===== src/rtl/seg7_scan_driver_if.sv =====
// rtl/seg7_scan_driver_if.sv - host-side load bus for the seven-segment scan driver
interface seg7_scan_driver_if;
  logic        load;
  logic [31:0] digits_in;
  logic [7:0]  dp_in;
  logic [7:0]  digit_en;

  modport master (output load, output digits_in, output dp_in, output digit_en);
  modport slave  (input  load, input  digits_in, input  dp_in, input  digit_en);
endinterface


===== src/rtl/seg7_scan_driver.sv =====
// rtl/seg7_scan_driver.sv - eight-digit multiplexed seven-segment scan driver (optional LEADING_ZERO_BLANK_EN)
module seg7_scan_driver #(
  parameter int REFRESH_DIV  = 12500,
  parameter int BLANK_CYCLES = 100
) (
  input  logic                      clk,
  input  logic                      reset_n,
  seg7_scan_driver_if.slave         host,
  output logic [7:0]                an,
  output logic [6:0]                seg,
  output logic                      dp,
  output logic [2:0]                scan_idx,
  output logic                      frame_done
);

  localparam logic [19:0] DIV_LAST   = 20'(REFRESH_DIV - 1);
  localparam logic [19:0] BLANK_LAST = (BLANK_CYCLES == 0) ? 20'd0 : 20'(BLANK_CYCLES - 1);

  typedef enum logic {
    ST_BLANK,
    ST_DRIVE
  } state_e;

  state_e      state_q, state_d;
  logic [19:0] cnt_q, cnt_d;
  logic [2:0]  scan_idx_q, scan_idx_d;
  logic        frame_done_q, frame_done_d;

  // pending is written by the host at any time; display only changes at frame wrap
  logic [31:0] pend_digits_q, pend_digits_d;
  logic [7:0]  pend_dp_q, pend_dp_d;
  logic [7:0]  pend_en_q, pend_en_d;
  logic [31:0] disp_digits_q, disp_digits_d;
  logic [7:0]  disp_dp_q, disp_dp_d;
  logic [7:0]  disp_en_q, disp_en_d;

  logic [7:0]  an_q, an_d;
  logic [6:0]  seg_q, seg_d;
  logic        dp_q, dp_d;

  logic        slot_end;
  logic        show;
  logic [3:0]  nibble;

  // active-low {g,f,e,d,c,b,a} patterns for hex digits
  function automatic logic [6:0] hex_decode(input logic [3:0] nib);
    logic [6:0] s;
    case (nib)
      4'h0: s = 7'h40;
      4'h1: s = 7'h79;
      4'h2: s = 7'h24;
      4'h3: s = 7'h30;
      4'h4: s = 7'h19;
      4'h5: s = 7'h12;
      4'h6: s = 7'h02;
      4'h7: s = 7'h78;
      4'h8: s = 7'h00;
      4'h9: s = 7'h10;
      4'hA: s = 7'h08;
      4'hB: s = 7'h03;
      4'hC: s = 7'h46;
      4'hD: s = 7'h21;
      4'hE: s = 7'h06;
      default: s = 7'h0E;
    endcase
    return s;
  endfunction

  // prescaler, slot sequencing, blank/drive FSM and pending/display transfer
  always_comb begin
    cnt_d         = cnt_q + 20'd1;
    scan_idx_d    = scan_idx_q;
    state_d       = state_q;
    frame_done_d  = 1'b0;
    pend_digits_d = pend_digits_q;
    pend_dp_d     = pend_dp_q;
    pend_en_d     = pend_en_q;
    disp_digits_d = disp_digits_q;
    disp_dp_d     = disp_dp_q;
    disp_en_d     = disp_en_q;
    slot_end      = (cnt_q == DIV_LAST);

    if (slot_end) begin
      cnt_d      = 20'd0;
      scan_idx_d = scan_idx_q + 3'd1;
      state_d    = (BLANK_CYCLES == 0) ? ST_DRIVE : ST_BLANK;
      if (scan_idx_q == 3'd7) begin
        // display takes the pending value held before this edge, so a load
        // landing on the wrap cycle shows one frame later
        frame_done_d  = 1'b1;
        disp_digits_d = pend_digits_q;
        disp_dp_d     = pend_dp_q;
        disp_en_d     = pend_en_q;
      end
    end else if (state_q == ST_BLANK && (BLANK_CYCLES == 0 || cnt_q == BLANK_LAST)) begin
      state_d = ST_DRIVE;
    end

    if (host.load) begin
      pend_digits_d = host.digits_in;
      pend_dp_d     = host.dp_in;
      pend_en_d     = host.digit_en;
    end
  end

  // pin values derived from the current state; registered below for glitch-free outputs
  always_comb begin
    an_d   = 8'hFF;
    seg_d  = 7'h7F;
    dp_d   = 1'b1;
    nibble = disp_digits_q[{scan_idx_q, 2'b00} +: 4];
    show   = disp_en_q[scan_idx_q];
`ifdef LEADING_ZERO_BLANK_EN
    if (scan_idx_q != 3'd0 && (disp_digits_q >> {scan_idx_q, 2'b00}) == 32'd0) begin
      show = 1'b0;
    end
`endif
    if (state_q == ST_DRIVE) begin
      seg_d = hex_decode(nibble);
      dp_d  = ~disp_dp_q[scan_idx_q];
      if (show) begin
        an_d = ~(8'h01 << scan_idx_q);
      end
    end
  end

  // all state and output flops; reset darkens the display immediately
  always_ff @(posedge clk or negedge reset_n) begin
    if (!reset_n) begin
      state_q       <= ST_BLANK;
      cnt_q         <= 20'd0;
      scan_idx_q    <= 3'd0;
      frame_done_q  <= 1'b0;
      pend_digits_q <= 32'd0;
      pend_dp_q     <= 8'd0;
      pend_en_q     <= 8'd0;
      disp_digits_q <= 32'd0;
      disp_dp_q     <= 8'd0;
      disp_en_q     <= 8'd0;
      an_q          <= 8'hFF;
      seg_q         <= 7'h7F;
      dp_q          <= 1'b1;
    end else begin
      state_q       <= state_d;
      cnt_q         <= cnt_d;
      scan_idx_q    <= scan_idx_d;
      frame_done_q  <= frame_done_d;
      pend_digits_q <= pend_digits_d;
      pend_dp_q     <= pend_dp_d;
      pend_en_q     <= pend_en_d;
      disp_digits_q <= disp_digits_d;
      disp_dp_q     <= disp_dp_d;
      disp_en_q     <= disp_en_d;
      an_q          <= an_d;
      seg_q         <= seg_d;
      dp_q          <= dp_d;
    end
  end

  assign an         = an_q;
  assign seg        = seg_q;
  assign dp         = dp_q;
  assign scan_idx   = scan_idx_q;
  assign frame_done = frame_done_q;

endmodule


===== src/flat_wrapper.sv =====
// flat-port wrapper written by rule: the top's interface ports become plain ports
module seg7_scan_driver_flat 
#(
  parameter int REFRESH_DIV  = 12500,
  parameter int BLANK_CYCLES = 100
)
  (clk, reset_n, an, seg, dp, scan_idx, frame_done, host_load, host_digits_in, host_dp_in, host_digit_en);
  seg7_scan_driver_if host_i ();
  input  logic clk;
  input  logic reset_n;
  output logic [7:0] an;
  output logic [6:0] seg;
  output logic dp;
  output logic [2:0] scan_idx;
  output logic frame_done;
  input wire logic [$bits(host_i.load)-1:0] host_load;
  input wire logic [$bits(host_i.digits_in)-1:0] host_digits_in;
  input wire logic [$bits(host_i.dp_in)-1:0] host_dp_in;
  input wire logic [$bits(host_i.digit_en)-1:0] host_digit_en;
  assign host_i.load = host_load;
  assign host_i.digits_in = host_digits_in;
  assign host_i.dp_in = host_dp_in;
  assign host_i.digit_en = host_digit_en;
  seg7_scan_driver #(.REFRESH_DIV(REFRESH_DIV), .BLANK_CYCLES(BLANK_CYCLES)) u_core (.clk(clk), .reset_n(reset_n), .host(host_i), .an(an), .seg(seg), .dp(dp), .scan_idx(scan_idx), .frame_done(frame_done));
endmodule

===== config.mk =====
export PLATFORM = sky130hd
export DESIGN_NAME = seg7_scan_driver_flat
export DESIGN_NICKNAME = d
export VERILOG_FILES = /design/src/rtl/seg7_scan_driver_if.sv /design/src/rtl/seg7_scan_driver.sv /design/src/flat_wrapper.sv
export SDC_FILE = /design/constraint.sdc
export NUM_CORES = 1
export LEC_CHECK = 0
export BUFFER_PORTS_ARGS = -buffer_cell sky130_fd_sc_hd__buf_2
export CAP_MARGIN = 10
export CORE_UTILIZATION = 40
export CTS_CLUSTER_SIZE = 28
export DETAILED_ROUTE_END_ITERATION = 10
export PLACE_DENSITY = 0.67
export SLEW_MARGIN = 20
export SYNTH_ARGS = -nofsm -noshare
export SYNTH_HDL_FRONTEND = slang
export SYNTH_SLANG_ARGS = --single-unit

===== constraint.sdc =====
create_clock -name clk -period 3.8 [get_ports clk]
set_input_delay 0.76 -clock clk [delete_from_list [all_inputs] [get_ports clk]]
set_output_delay 0.76 -clock clk [all_outputs]
set_load 0.005 [all_outputs]

==> run metrics <==
CP Class=register to register; mapped cell area=0.005897 mm²; final wirelength=approximately 11000 µm; r2r endpoint=u_core.seg[0]; die area=0.01523 mm²; crit start category=register; vias in the first global route=3657; leakage power=0.003269 µW; fraction of layout cells with a size suffix above 1=37.27%; register area share after synthesis=58.48%; Syn Inst Count=412; maximum clock path buffer count=2; total power=~3300 µW; number of flops mapped to enable cells by yosys=0; Root Driver=clkbuf_16; PwrDens=475.8 mW/mm²; commonest non-fill, non-tap cells in the layout=dfrtp_1 (121), buf_2 (69), mux2_1 (48), mux2_2 (48), nor2_1 (22); Site Rows=44; Slew @ Worst Pin=around 1000 ps; TritonCTS clock tree=yes; fmax=around 360 MHz; post-route insts no fill=683; ys flop type=dfrtp_1; Nets=550; minimum clock period=2745 ps; Final period util=72.24%; Yosys reg bits=137; setup repair bufs after CTS=0; reg2reg start=u_core.scan_idx[0]; unrepaired setup endpoints after global routing=false; vias per inst=5.007; # IOs=71; Worst setup EP type=register; worst r2r path cells=7; Yosys top cell area share=51.35%; Worst setup startpoint=u_core.scan_idx[0]; Setup Skew=8.383 ps; H-tree depth=4; largest net degree at the start of global routing=100; Tot GR Track Use=16.48%; final hold vios=0; ANT cells=0; Worst Setup EP=u_core.seg[0]; PortBufs=70; routed via count=3420; arrival time of the worst setup path=3080 ps; Pre-antenna DRT Iters=4; final setup fails=0; fin area=0.006992 mm²; DR WL/cell=approximately 16 µm; cts repair resizes=0; global routing's busiest layer=met2; Die Y=123.4 µm; largest cells by area after synthesis=dfrtp_1 (51%), mux2_1 (9.2%), mux2_2 (9.2%); worst vdd ir=0.3695 mV; Slew Viols, Final=0; Post-route DRC=0; Post-DP Area=0.006390 mm²; total clock sinks=~140; most common cell after layout, fill and taps aside=dfrtp_1; Syn. warnings=0; Syn Area/Cell=14.31 µm²; largest area contributor in the netlist=dfrtp_1; Initial Util=between 40% and 50%; worst rel slew slack=30.24%; max_cap viols=0; GP Congestion=about 0.8; number of DRC violations after detailed-routing iteration 0=175; GR Util met3=under 10%; initial antenna violation count=0; reg2reg setup slack=1050 ps; Hold Buf Count CTS=0; Unique masters post-synth=43; post-route ant nets=0; status=finished, final reports clean; syn nets=476; setup TNS=0 ps; clock latency on the worst-skew pair=about 420 ps; share of synthesized flip-flops with an asynchronous set or reset=100.0%; grt ovf=0; Chip Width=123.4 µm; core area=0.01448 mm²; Req. time, crit path=4140 ps; GR Util met1=21.05%; Hold Path Class=input port to async pin; CTS Buf Count=17; DP Wirelength=about 7600 µm; dpl cells=651; Critical Path Fanout Max=11; P&R area growth vs syn=18.57%; first-pass GRT wire length=~19000 µm; CTS clock-pin slew for the worst setup and hold paths=60 ps; met2 Track Usage GR=26.47%
[critical path: stages, from the launching register on]
cell and delay [ps]:
dfrtp_1 720, mux4_2 570, mux2i_1 490, inv_1 180, ha_1 290, mux2i_1 150
nand3_1 100, o41a_1 150
[worst min path at each step]
stage / from / to / slack (ps) / cells past startpoint
3_5_place_dp: u_core.disp_digits_q[15] / u_core.disp_digits_q[15] / 470 / 1
6_report: reset_n / u_core.disp_digits_q[6] / 450 / 1
2_1_floorplan: u_core.cnt_q[19] / u_core.cnt_q[19] / 440 / 1
4_1_cts: reset_n / u_core.cnt_q[6] / 480 / 1
5_1_grt: u_core.disp_digits_q[4] / u_core.disp_digits_q[4] / 500 / 1
3_3_place_gp: u_core.disp_digits_q[13] / u_core.disp_digits_q[13] / 460 / 1
[registers in the layout, indices dropped and copies added (netlist names)]
name,cells
u_core.disp_en_q,8
u_core.disp_dp_q,8
u_core.frame_done,1
u_core.cnt_q,20
u_core.pend_dp_q,8
u_core.pend_en_q,8
u_core.state_q,1
u_core.disp_digits_q,32
u_core.scan_idx,3
u_core.dp,1
u_core.pend_digits_q,32
u_core.an,8
u_core.seg,7
[cell type report]
cell class | instances | area [µm²]
Timing Repair Buffer | 74 | 386.6
Tap cell | 184 | 230.2
Clock inverter | 14 | 162.7
Fill cell | 1266 | 7487
Clock buffer | 18 | 439.2
Multi-Input combinational cell | 247 | 2291
Inverter | 9 | 33.78
Sequential cell | 137 | 3448
[cells in the mapped netlist, types with 2 or more instances]
master and count:
xnor2_1 8, mux2i_4 2, buf_2 4, buf_1 3
nor2_1 22, a21oi_1 2, ha_1 13, nor2b_1 2
o221ai_1 2, inv_1 7, mux2_1 48, and4_1 2
nand2b_1 3, and2_1 4, nor4_1 3, nand3_1 17
dfrtp_1 121, xor2_1 10, nand2_1 16, clkbuf_1 4
buf_6 5, mux2_2 48, mux2i_1 11, nand4_1 4
inv_2 2, dfstp_2 16, nor3_1 4, mux4_2 10
buf_4 3, o21ai_1 3
[layer usage]
layer | vias to the layer above | routed length [µm] | share of wire [%]
met5 | - | 0 | 0
met1 | 1746 | 5041 | 46
met4 | 0 | 129 | 1.2
met3 | 9 | 424 | 3.8
li1 | 1601 | - | -
met2 | 64 | 5467 | 49
[kinds of logic after synthesis]
family	Yosys count	share of synthesized area, %
adder cells (fa/ha/maj)	13	2.758
buffers and inverters	28	2.695
XOR/XNOR	18	2.673
AND/OR/NAND/NOR	83	6.939
multiplexers	119	24.78
AO/OA/AOI/OAI	14	1.676
flip-flops	137	58.48
[per-stage QoR]
stage               hold WS, ps  util, %  setup WS [ps]
finish                    451.6    48.29           1055
global route              500.9    48.29          767.7
CTS                       478.9    48.29           1022
detailed placement        474.4    44.13           1043
global placement          464.0    44.13           1168
floorplan                 442.6        -           1486
[power by group]
group	total [µW]	internal (µW)	switching, µW
clock	1660	1000	660
combinational	122	65.7	55.9
sequential	1540	1510	32.0
Power figures use the tool's default switching activity.
